<file path="src/rtl/hazard_pkg.sv">
// Shared encodings and widths for the hazard/stall scheduler.
// Forwarding support in hazard_ctrl is enabled by defining HAZARD_FORWARD_EN.
package hazard_pkg;

  localparam int T_W = 2;
  localparam int REG_W = 5;

  localparam logic [T_W-1:0] TUSE_NONE = 2'd3;

  localparam logic [1:0] FWD_RF  = 2'd0;
  localparam logic [1:0] FWD_EX  = 2'd1;
  localparam logic [1:0] FWD_MEM = 2'd2;
  localparam logic [1:0] FWD_WB  = 2'd3;

  localparam int MULT_CYCLES_DEF = 5;
  localparam int DIV_CYCLES_DEF  = 10;
  // counter must hold the longest (divide) busy period
  localparam int MD_CNT_W = $clog2(DIV_CYCLES_DEF + 1);

  function automatic logic reg_hit(input logic [REG_W-1:0] src,
                                   input logic [REG_W-1:0] dst,
                                   input logic             wr);
    return wr && (dst == src) && (src != '0);
  endfunction

endpackage

</file>
<file path="src/rtl/md_busy_timer.sv">
// Mult/div busy timer: down counter loaded when a mult/div leaves EX; md_busy is registered.
module md_busy_timer
  import hazard_pkg::*;
#(
  parameter int MULT_CYCLES = MULT_CYCLES_DEF,
  parameter int DIV_CYCLES  = DIV_CYCLES_DEF
) (
  input  logic clk,
  input  logic reset,
  input  logic md_start,
  input  logic md_div,
  output logic md_busy
);

  localparam logic [MD_CNT_W-1:0] MULT_LD = MD_CNT_W'(MULT_CYCLES);
  localparam logic [MD_CNT_W-1:0] DIV_LD  = MD_CNT_W'(DIV_CYCLES);

  logic [MD_CNT_W-1:0] cnt;
  logic [MD_CNT_W-1:0] cnt_nxt;

  always_comb begin
    cnt_nxt = cnt;
    if (md_start)
      cnt_nxt = md_div ? DIV_LD : MULT_LD;
    else if (cnt != '0)
      cnt_nxt = cnt - 1'b1;
  end

  always_ff @(posedge clk or negedge reset) begin
    if (!reset) begin
      cnt     <= '0;
      md_busy <= 1'b0;
    end else begin
      cnt     <= cnt_nxt;
      md_busy <= (cnt_nxt != '0);
    end
  end

endmodule

</file>
<file path="src/rtl/hazard_ctrl.sv">
// Pipeline hazard/stall scheduler: data-hazard stalls, forwarding selects, HI/LO busy stalls.
// Define HAZARD_FORWARD_EN for EX/MEM/WB forwarding; otherwise any used-operand match stalls.
module hazard_ctrl
  import hazard_pkg::*;
#(
  parameter int MULT_CYCLES = MULT_CYCLES_DEF,
  parameter int DIV_CYCLES  = DIV_CYCLES_DEF
) (
  input  logic             clk,
  input  logic             reset,
  input  logic [REG_W-1:0] rs_D,
  input  logic [REG_W-1:0] rt_D,
  input  logic [T_W-1:0]   Tuse_rs_D,
  input  logic [T_W-1:0]   Tuse_rt_D,
  input  logic             md_use_D,
  input  logic [REG_W-1:0] regWA_E,
  input  logic [T_W-1:0]   Tnew_E,
  input  logic             RegWrite_E,
  input  logic [REG_W-1:0] regWA_M,
  input  logic [T_W-1:0]   Tnew_M,
  input  logic             RegWrite_M,
  input  logic [REG_W-1:0] regWA_W,
  input  logic             RegWrite_W,
  input  logic             md_start_E,
  input  logic             md_div_E,
  output logic             en_pc,
  output logic             en_fd,
  output logic             flush_de,
  output logic [1:0]       fwd_rs_D,
  output logic [1:0]       fwd_rt_D,
  output logic             md_busy
);

  logic hit_rs_e, hit_rs_m, hit_rt_e, hit_rt_m;
  logic stall_rs, stall_rt, md_stall, stall;
  logic [1:0] fwd_rs, fwd_rt;

  md_busy_timer #(
    .MULT_CYCLES (MULT_CYCLES),
    .DIV_CYCLES  (DIV_CYCLES)
  ) u_md_timer (
    .clk      (clk),
    .reset    (reset),
    .md_start (md_start_E),
    .md_div   (md_div_E),
    .md_busy  (md_busy)
  );

  assign hit_rs_e = reg_hit(rs_D, regWA_E, RegWrite_E);
  assign hit_rs_m = reg_hit(rs_D, regWA_M, RegWrite_M);
  assign hit_rt_e = reg_hit(rt_D, regWA_E, RegWrite_E);
  assign hit_rt_m = reg_hit(rt_D, regWA_M, RegWrite_M);

`ifdef HAZARD_FORWARD_EN
  logic hit_rs_w, hit_rt_w;
  assign hit_rs_w = reg_hit(rs_D, regWA_W, RegWrite_W);
  assign hit_rt_w = reg_hit(rt_D, regWA_W, RegWrite_W);

  assign stall_rs = (hit_rs_e && (Tnew_E > Tuse_rs_D)) || (hit_rs_m && (Tnew_M > Tuse_rs_D));
  assign stall_rt = (hit_rt_e && (Tnew_E > Tuse_rt_D)) || (hit_rt_m && (Tnew_M > Tuse_rt_D));

  assign fwd_rs = (hit_rs_e && Tnew_E == '0) ? FWD_EX  :
                  (hit_rs_m && Tnew_M == '0) ? FWD_MEM :
                  hit_rs_w                   ? FWD_WB  : FWD_RF;
  assign fwd_rt = (hit_rt_e && Tnew_E == '0) ? FWD_EX  :
                  (hit_rt_m && Tnew_M == '0) ? FWD_MEM :
                  hit_rt_w                   ? FWD_WB  : FWD_RF;
`else
  // WB results reach ID through regfile write-before-read; producer timing is irrelevant here
  logic unused_wb;
  assign unused_wb = ^{regWA_W, RegWrite_W, Tnew_E, Tnew_M};

  assign stall_rs = (Tuse_rs_D != TUSE_NONE) && (hit_rs_e || hit_rs_m);
  assign stall_rt = (Tuse_rt_D != TUSE_NONE) && (hit_rt_e || hit_rt_m);
  assign fwd_rs   = FWD_RF;
  assign fwd_rt   = FWD_RF;
`endif

  // a start in EX also blocks HI/LO users: md_busy only rises next cycle
  assign md_stall = md_use_D && (md_busy || md_start_E);
  assign stall    = stall_rs || stall_rt || md_stall;

  always_comb begin
    en_pc    = !stall;
    en_fd    = !stall;
    flush_de = stall;
    fwd_rs_D = fwd_rs;
    fwd_rt_D = fwd_rt;
    if (!reset) begin
      en_pc    = 1'b1;
      en_fd    = 1'b1;
      flush_de = 1'b1;
      fwd_rs_D = FWD_RF;
      fwd_rt_D = FWD_RF;
    end
  end

endmodule

</file>
<file path="config.mk">
export PLATFORM = sky130hd
export DESIGN_NAME = hazard_ctrl
export DESIGN_NICKNAME = d
export VERILOG_FILES = /design/src/rtl/hazard_pkg.sv /design/src/rtl/md_busy_timer.sv /design/src/rtl/hazard_ctrl.sv
export SDC_FILE = /design/constraint.sdc
export NUM_CORES = 1
export LEC_CHECK = 0
export ABC_AREA = 1
export BUFFER_PORTS_ARGS = -buffer_cell sky130_fd_sc_hd__buf_2
export CORE_UTILIZATION = 40
export CTS_BUF_LIST = sky130_fd_sc_hd__clkbuf_16
export DETAILED_ROUTE_END_ITERATION = 12
export GPL_ROUTABILITY_DRIVEN = 0
export MAX_ROUTING_LAYER = met4
export PLACE_DENSITY = 0.74
export SKIP_LAST_GASP = 1
export SYNTH_ARGS = -nofsm -noshare
export SYNTH_HDL_FRONTEND = slang
export SYNTH_SLANG_ARGS = --single-unit
export TNS_END_PERCENT = 10
</file>
<file path="constraint.sdc">
create_clock -name clk -period 1.58 [get_ports clk]
set_clock_uncertainty 0.15 [all_clocks]
set_input_delay 0.237 -clock clk [delete_from_list [all_inputs] [get_ports clk]]
set_output_delay 0.237 -clock clk [all_outputs]
set_load 0.1 [all_outputs]
</file>
# Word-level counts from Yosys, hierarchy flattened
# Index checks and enable logic that the tools add are counted.
[op_classes]
mux = 5
n_shift = 0
n_lt_le_gt_ge = 0
bitwise_logic = 0
n_addsub = 1
mul = 0
eq_ne = 6
reduce_logical = 21
n_div = 0
[ops]
columns = ["operator", "n"]
rows = [
  ["$eq 5x5->1", 4],
  ["$mux 4", 3],
  ["$logic_and 1x1->1", 11],
  ["$reduce_bool 5->1", 2],
  ["$reduce_bool 4->1", 2],
  ["$logic_or 1x1->1", 5],
  ["$ne 2x2->1 const B", 2],
  ["$sub 4x1->4 const B", 1],
  ["$mux 1", 2],
  ["$logic_not 1->1", 1],
]
[totals]
rom_bits = 0
wordCells = 35
mem_bits_rw = 0
in_bits = 41
latch_bits = 0
reg_bits = 5
memories = 0

# Depth between registers and ports, before layout
# Gate-level depths: netlist of the first run.
[logic_depth]
ltp_word = 9
mapped_depth = 10
ltp_nobuf = 9

# Cells and area by module
# From an unflattened synthesis of the first run, not the netlist that was laid out.
[unflattened]
hier_cells = 161
area_unflattened_um2 = 787.0
[modules_own_cells]
columns = ["mod", "seq_area_each_um2", "cells_per_inst", "area_per_inst_um2", "instances"]
rows = [
  ["hazard_ctrl", 0.0, 117, 489.2, 1],
  ["md_busy_timer", 125.1, 44, 297.8, 1],
]

# Least setup slack after synthesis of the first run
# No wires, ideal clock.
[synth_path]
path_kind = "reg-to-output"
start = "register u_md_timer.md_busy"
end = "output port flush_de"
t_arrival_ps = 2074
path_buffers = 0
path_stages_with_launch = 3
path_slack_ps = -881
path_cell_list = "dfrtp_1 -> o21ai_0 -> nand4_1"
[synth_via]
elab_chain_len = 4
[synth_rtl]
columns = ["element", "line", "rtl"]
rows = [
  ["from (decl)", "md_busy_timer.sv:12", "output logic md_busy"],
  ["from (signal assigned)", "md_busy_timer.sv:35", "md_busy <= (cnt_nxt != '0);"],
  ["$logic_or 1x1->1", "hazard_ctrl.sv:80", "assign md_stall = md_use_D && (md_busy || md_start_E);"],
  ["$logic_and 1x1->1", "hazard_ctrl.sv:80", ""],
  ["$logic_or 1x1->1", "hazard_ctrl.sv:81", "assign stall = stall_rs || stall_rt || md_stall;"],
  ["$mux 1", "hazard_ctrl.sv:89", "if (!reset) begin"],
  ["to (decl)", "hazard_ctrl.sv:28", "output logic flush_de,"],
]
# No other way between the ends.

# Worst setup path in the final report of the first run
[layout_path]
start = "register u_md_timer.md_busy"
end = "output port en_fd"
[layout_via]
elab_chain_len = 5
[layout_rtl]
columns = ["element", "line", "rtl"]
rows = [
  ["$logic_or 1x1->1", "hazard_ctrl.sv:80", ""],
  ["$logic_and 1x1->1", "hazard_ctrl.sv:80", ""],
  ["$logic_or 1x1->1", "hazard_ctrl.sv:81", ""],
  ["$logic_not 1->1", "hazard_ctrl.sv:85", "en_fd = !stall;"],
  ["$mux 1", "hazard_ctrl.sv:89", ""],
  ["to (decl)", "hazard_ctrl.sv:27", "output logic en_fd,"],
]
# No other way between the ends.

==> qor.yml, run 1 <==
status: "finished with violations"
violations: "setup timing"
synth-edff-count: 0
crit_path_start_kind: "flop"
ant_nets: 0
top_level_ports: 49
ys_top_cells_by_area: "nand2_1, dfrtp_1, inv_1, nor2_1, inv_2"
synth_seq_area_share: 0.169
min_period_ns: 1.62
insertedDiodeCount: 0
nets: 229
hp-start: "md_div_E"
hold_class: "primary input to flop"
clockRootBuffer: "clkbuf_16"
syn_to_final_growth_pct: 48.0
r2r-start: "u_md_timer.cnt[0]"
seq_area_um2: 129
rsz0062_at_grt: "true"
clk_pin_slew_worst_paths_ns: 0.03
total_power_uw: 990
insertion_delay_ns: 0.23
ys_ff_latch: 5
cp.required_ns: 1.19
start_util: 0.429
grt_pass1_wl_um: 3490
die_width_um: 45.0
via_count: 998
p_per_area_nw_per_um2: 903
coreArea_um2: 1730
cts_tree: "built"
wirelength_um: 2190
synth_area_um2: 741
numPortBuffers: 34
min_to: "u_md_timer.cnt[3]"
die_area_um2: 2030
die_h_um: 45.0
leakagePower_nw: 0.699
drc: 0
gr-total-overflow: 0
critPathArrivalTime_ns: 1.24
grt_pass1_vias: 859
nFillCells: 169
async_reset_ff_frac: 1.00
layout_worst_path_cycle_share: 1.03
clock_sinks: 5
crit_type: "flop to output pin"
reg2reg_depth: 7
yosysMostFrequentCell: "nand2_1"
first_iter_violations: 27
cts_buffers: 3
yosys_most_used_dff: "dfrtp_1"
multiInputGateArea_um2: 508
antenna_found_initial: 0
syn_area_per_cell_um2: 5.00
grt_usage: 0.238
setup_slack_ns: -0.0447
grt_max_degree: 6
ys_types: 17
synthCells: 148
synth_top_area_share: 0.314
synth_top_area_cell: "nand2_1"
ctsLongestPathBuffers: 2
fin_setup_tns_ns: -0.120
finalSetupViolations: 3
end_kind: "output pin"
hold_viol: 0
first_pass_iters: 6
rows: 15
slew_viol_final: 0
r2r_end: "u_md_timer.md_busy"
synth_warnings: 0
htree_levels: 1
routedWlPerCell_um: 10.4
drive_above_1_share: 0.317
maxCapViolCount: 0
vdd_drop_max_mv: 1.22
fmax_ghz: 0.616
cp_max_fo: 2
hpwl_um: 1600
hold_depth: 3
drt-vias-per-instance: 4.73
synthTopCellsByCount: "nand2_1, inv_1, nor2_1, inv_2, nand3_1"
r2r_setup_slack_ns: 0.02
## metrics by stage
| step | area [µm²] | util | hold WS (ns) | cells | worst slack (ns) |
|---|---|---|---|---|---|
| final | 1100 | 0.635 | 0.176 | 211 | -0.0447 |
| after global routing | 1100 | 0.635 | 0.192 | 211 | -0.0661 |
| after CTS | 1080 | 0.623 | 0.113 | 210 | -0.0313 |
| after detailed placement | 968 | 0.561 | -0.0750 | 205 | -0.0150 |
| after global placement | 968 | 0.561 | -0.0754 | 205 | 0.0211 |
| after floorplan | 759 | - | -0.209 | 151 | -0.529 |
## report_power, final
| part | total, mW | leakage, nW | internal, mW | switching (mW) |
|---|---|---|---|---|
| Sequential | 0.169 | 0.0570 | 0.153 | 0.0168 |
| Combinational | 0.413 | 0.599 | 0.132 | 0.281 |
| Clock | 0.408 | 0.0423 | 0.327 | 0.0805 |
| Total | 0.990 | 0.699 | 0.612 | 0.378 |
## how the worst max path moves through the flow
stage	endpoint	start	cells past startpoint	slack [ns]
final	en_fd	u_md_timer.md_busy	4	-0.04
after global routing	en_fd	u_md_timer.md_busy	4	-0.07
after CTS	en_fd	u_md_timer.md_busy	4	-0.03
after detailed placement	en_fd	rt_D[2]	9	-0.02
after global placement	en_fd	regWA_E[3]	11	0.02
after floorplan	flush_de	u_md_timer.md_busy	2	-0.53
## metal layers
metal  share of wire  GRT usage  up-vias
met5               0          -        -
met4          0.0041     0.0182        0
met3           0.052     0.0360        2
met2            0.50      0.423       39
met1            0.44      0.293      447
li1                -          -      510
## critical path: stages (launching register included)
cell	delay [ns]
dfrtp_4	0.48
o21ai_4	0.15
nand3_2	0.10
nand2_4	0.10
buf_12	0.18
## area by class of cell
type | count | area share
clock buffers | 3 | 0.0685
clock inverters | 1 | 0.00342
inverters | 31 | 0.106
multi-input cells | 110 | 0.463
flip-flops and latches | 5 | 0.118
well taps | 25 | 0.0285
repair buffers | 36 | 0.212
## registers in the layout (all words and copies together) (netlist names)
name,cells
u_md_timer.cnt,4
u_md_timer.md_busy,1
## cell families after synthesis
logic type / count (synthesis) / synth area share
simple gates: 94 / 0.515
flops: 5 / 0.169
xor+xnor: 2 / 0.0237
buf+inv: 36 / 0.208
fa+ha+maj: 1 / 0.0169
compound gates: 9 / 0.0625
other cells: 1 / 0.00506
## layout by cell type (no fill, tap or decap)
cell and n:
inv_1 20, clkbuf_16 3, nor2_1 19, nand3_1 5
nand2_1 62, conb_1 4, dfrtp_1 4, buf_12 3
xor2_1 2, nand3_2 2, buf_2 31, buf_4 1
dlygate4sd3_1 1, inv_2 12, nand4_1 4, a21oi_2 2
o21ai_4 1, nand2_2 1, nand2_4 1, o21ai_1 5
ha_1 1, dfrtp_4 1, a31oi_2 1
## timing repair
action                                  CTS  global route
hold buffers                              1             0
pin swaps                                 1             1
resized for setup                         3             3
endpoints found under the setup margin    4             6
setup buffers                             0             1
endpoints found under the hold margin     5             0
Note: power is estimated with default switching activity, not from simulation.
==> run 2: changes to the inputs <==
--- a/config.mk
+++ b/config.mk
@@ -7,12 +7,12 @@
 export LEC_CHECK = 0
 export ABC_AREA = 1
 export BUFFER_PORTS_ARGS = -buffer_cell sky130_fd_sc_hd__buf_2
-export CORE_UTILIZATION = 40
+export CORE_UTILIZATION = 41
 export CTS_BUF_LIST = sky130_fd_sc_hd__clkbuf_16
 export DETAILED_ROUTE_END_ITERATION = 12
 export GPL_ROUTABILITY_DRIVEN = 0
 export MAX_ROUTING_LAYER = met4
-export PLACE_DENSITY = 0.74
+export PLACE_DENSITY = 0.76
 export SKIP_LAST_GASP = 1
 export SYNTH_ARGS = -nofsm -noshare
 export SYNTH_HDL_FRONTEND = slang
==> constraint.sdc (replaced) <==
create_clock -name clk -period 1.6 [get_ports clk]
set_clock_uncertainty 0.15 [all_clocks]
set_input_delay 0.24 -clock clk [delete_from_list [all_inputs] [get_ports clk]]
set_output_delay 0.24 -clock clk [all_outputs]
set_load 0.02 [all_outputs]
==> qor.yml, run 2 (synthesis gave the netlist of run 1 again) <==
top_level_ports: 49  # unchanged
grt_max_degree: 6  # unchanged
min_period_ns: 1.56
syn_to_final_growth_pct: 41.7
die_width_um: 44.5  # -1.2%
cp_max_fo: 4  # +2
end_kind: "flop"
critPathTopFamily: "flip-flops"
rows: 14  # -1
die_area_um2: 1980  # -2.3%
insertion_delay_ns: 0.23  # about the same
nFillCells: 149  # -12%
reg2reg_depth: 7  # unchanged
switching_share: 0.324  # -0.0581
leakagePower_nw: 0.676  # -3.2%
clockRootBuffer: "clkbuf_16"
ctsLongestPathBuffers: 2  # unchanged
maxCapViolCount: 0  # unchanged
p_per_area_nw_per_um2: 830  # -8.1%
largest_registers: "u_md_timer.cnt x4, u_md_timer.md_busy x1"
crit_type: "flop to flop"
grt_pass1_wl_um: 3360  # -3.8%
layout_commonest_cell: "nand2_1"
rsz0062_at_grt: "true"
cpPeakStageDelay_ns: 0.40  # -0.08 ns
fmax_ghz: 0.639
cp.required_ns: 1.53  # +0.34 ns
hold_slack_ns: 0.130  # -0.0464 ns
first_iter_violations: 46  # +70%
gr-total-overflow: 0  # unchanged
most-common-layout-cells: "nand2_1, buf_2, inv_1"
critical_path.slowest_cell: "dfrtp_1"
fin_setup_tns_ns: 0  # +0.120 ns
via_count: 1005  # +0.70%
final_area_um2: 1050  # -4.2%
layout_worst_path_cycle_share: 0.978
path_buf_inv: 2  # +1
nets: 230  # +0.44%
hold_viol: 0  # unchanged
p_clk_frac: 0.463  # +0.051
htree_levels: 1  # unchanged
die_h_um: 44.5  # -1.2%
hpwl_um: 1620  # +1.0%
vdd_drop_max_mv: 0.736  # -39%
hold_class: "primary input to flop"
crit_end: "u_md_timer.md_busy"
cts_tree: "built"
grt_usage: 0.235  # -0.00299
finalSetupViolations: 0  # -3
p_int_uw: 589  # -3.7%
status: "finished clean"
critPathLaunch: "u_md_timer.cnt[0]"
wirelength_um: 2160  # -1.0%
grt_pass1_vias: 854  # -0.58%
r2r-start: "u_md_timer.cnt[0]"
post-place-ws_ns: 0.0908  # +0.106 ns
antenna_found_initial: 0  # unchanged
setup_slack_ns: 0.0350  # +0.0797 ns
seqPwrFrac: 0.186  # +0.015
cts_buffers: 3  # unchanged
clk_pin_slew_worst_paths_ns: 0.03  # about the same
critPathArrivalTime_ns: 1.50  # +0.26 ns
first_pass_iters: 4  # -2
slew_viol_final: 0  # unchanged
drc: 0  # unchanged
cp_num_cells: 7  # +3
crit_path_start_kind: "flop"
start_util: 0.465  # +0.0357
r2r_end: "u_md_timer.md_busy"
ant_nets: 0  # unchanged
r2r_setup_slack_ns: 0.04  # +0.02 ns
coreArea_um2: 1590  # -7.7%
largest_register_ffs: 4  # unchanged
p_comb_frac: 0.351  # -0.066
drt-vias-per-instance: 4.76  # +0.70%
regMostFlops: "u_md_timer.cnt"
path_cells: "inv_1, ha_2, nand3_2, inv_2, nand2_1, a31oi_2, nand4_1"
clock_sinks: 5  # unchanged
routedWlPerCell_um: 10.3  # -1.0%
insertedDiodeCount: 0  # unchanged
drive_above_1_share: 0.332  # +0.0143
numPortBuffers: 34  # unchanged
p_switching_uw: 282  # -25%
place_area_um2: 915  # -5.6%
-- run 2: area by class of cell --
type	instances	area, µm²	share of cell area
clock inverter	1	3.75	0.00358
clock buffer	3	75.1	0.0715
multi-input combinational	110	502	0.478
timing repair buffer	37	198	0.188
tap	24	30.0	0.0286
inverter	31	116	0.111
sequential	5	125	0.119
-- run 2: power groups by stage --
| stage | sequential, mW | clock, mW | combinational [mW] |
|---|---|---|---|
| floorplan | 0.163 | 0 | 0.173 |
| global route | 0.163 | 0.418 | 0.343 |
| detailed placement | 0.162 | 0 | 0.259 |
| global placement | 0.161 | 0 | 0.252 |
| CTS | 0.161 | 0.407 | 0.265 |
| finish | 0.162 | 0.403 | 0.306 |
-- run 2: layer usage --
metal	up-vias	share of wire	global-route usage
met1	434	0.45	0.312
li1	510	-	-
met4	0	0.0097	0.0545
met5	-	0	-
met3	4	0.074	0.0367
met2	57	0.47	0.374
-- run 2: worst min path at each step --
stage / end / start / cells past startpoint / slack, ns
after global placement: u_md_timer.md_busy / reset / 1 / -0.07
after CTS: u_md_timer.cnt[3] / md_div_E / 3 / 0.11
final: u_md_timer.cnt[3] / md_div_E / 3 / 0.13
after global routing: u_md_timer.cnt[3] / md_div_E / 3 / 0.14
after floorplan: u_md_timer.cnt[0] / reset / 0 / -0.21
after detailed placement: u_md_timer.md_busy / reset / 1 / -0.07
-- run 2: stage by stage --
| stage | instances | total power, mW | utilization |
|---|---|---|---|
| 3_5_place_dp | 204 | 0.421 | 0.574 |
| 3_3_place_gp | 204 | 0.413 | 0.574 |
| 6_report | 211 | 0.872 | 0.659 |
| 2_1_floorplan | 151 | 0.336 | - |
| 4_1_cts | 209 | 0.834 | 0.630 |
| 5_1_grt | 211 | 0.924 | 0.659 |
-- run 2: worst min-delay path, delay by kind of cell --
family	cells	cell delay, ns
and+or+nand+nor	2	0.14
buffers and inverters	1	0.09
-- run 2: timing repair --
| action | 4_1_cts | 5_1_grt |
|---|---|---|
| resized for setup | 0 | 10 |
| endpoints found under the hold margin | 5 | 0 |
| endpoints found under the setup margin | 0 | 5 |
| setup buffers | 0 | 2 |
| hold buffers | 1 | 0 |
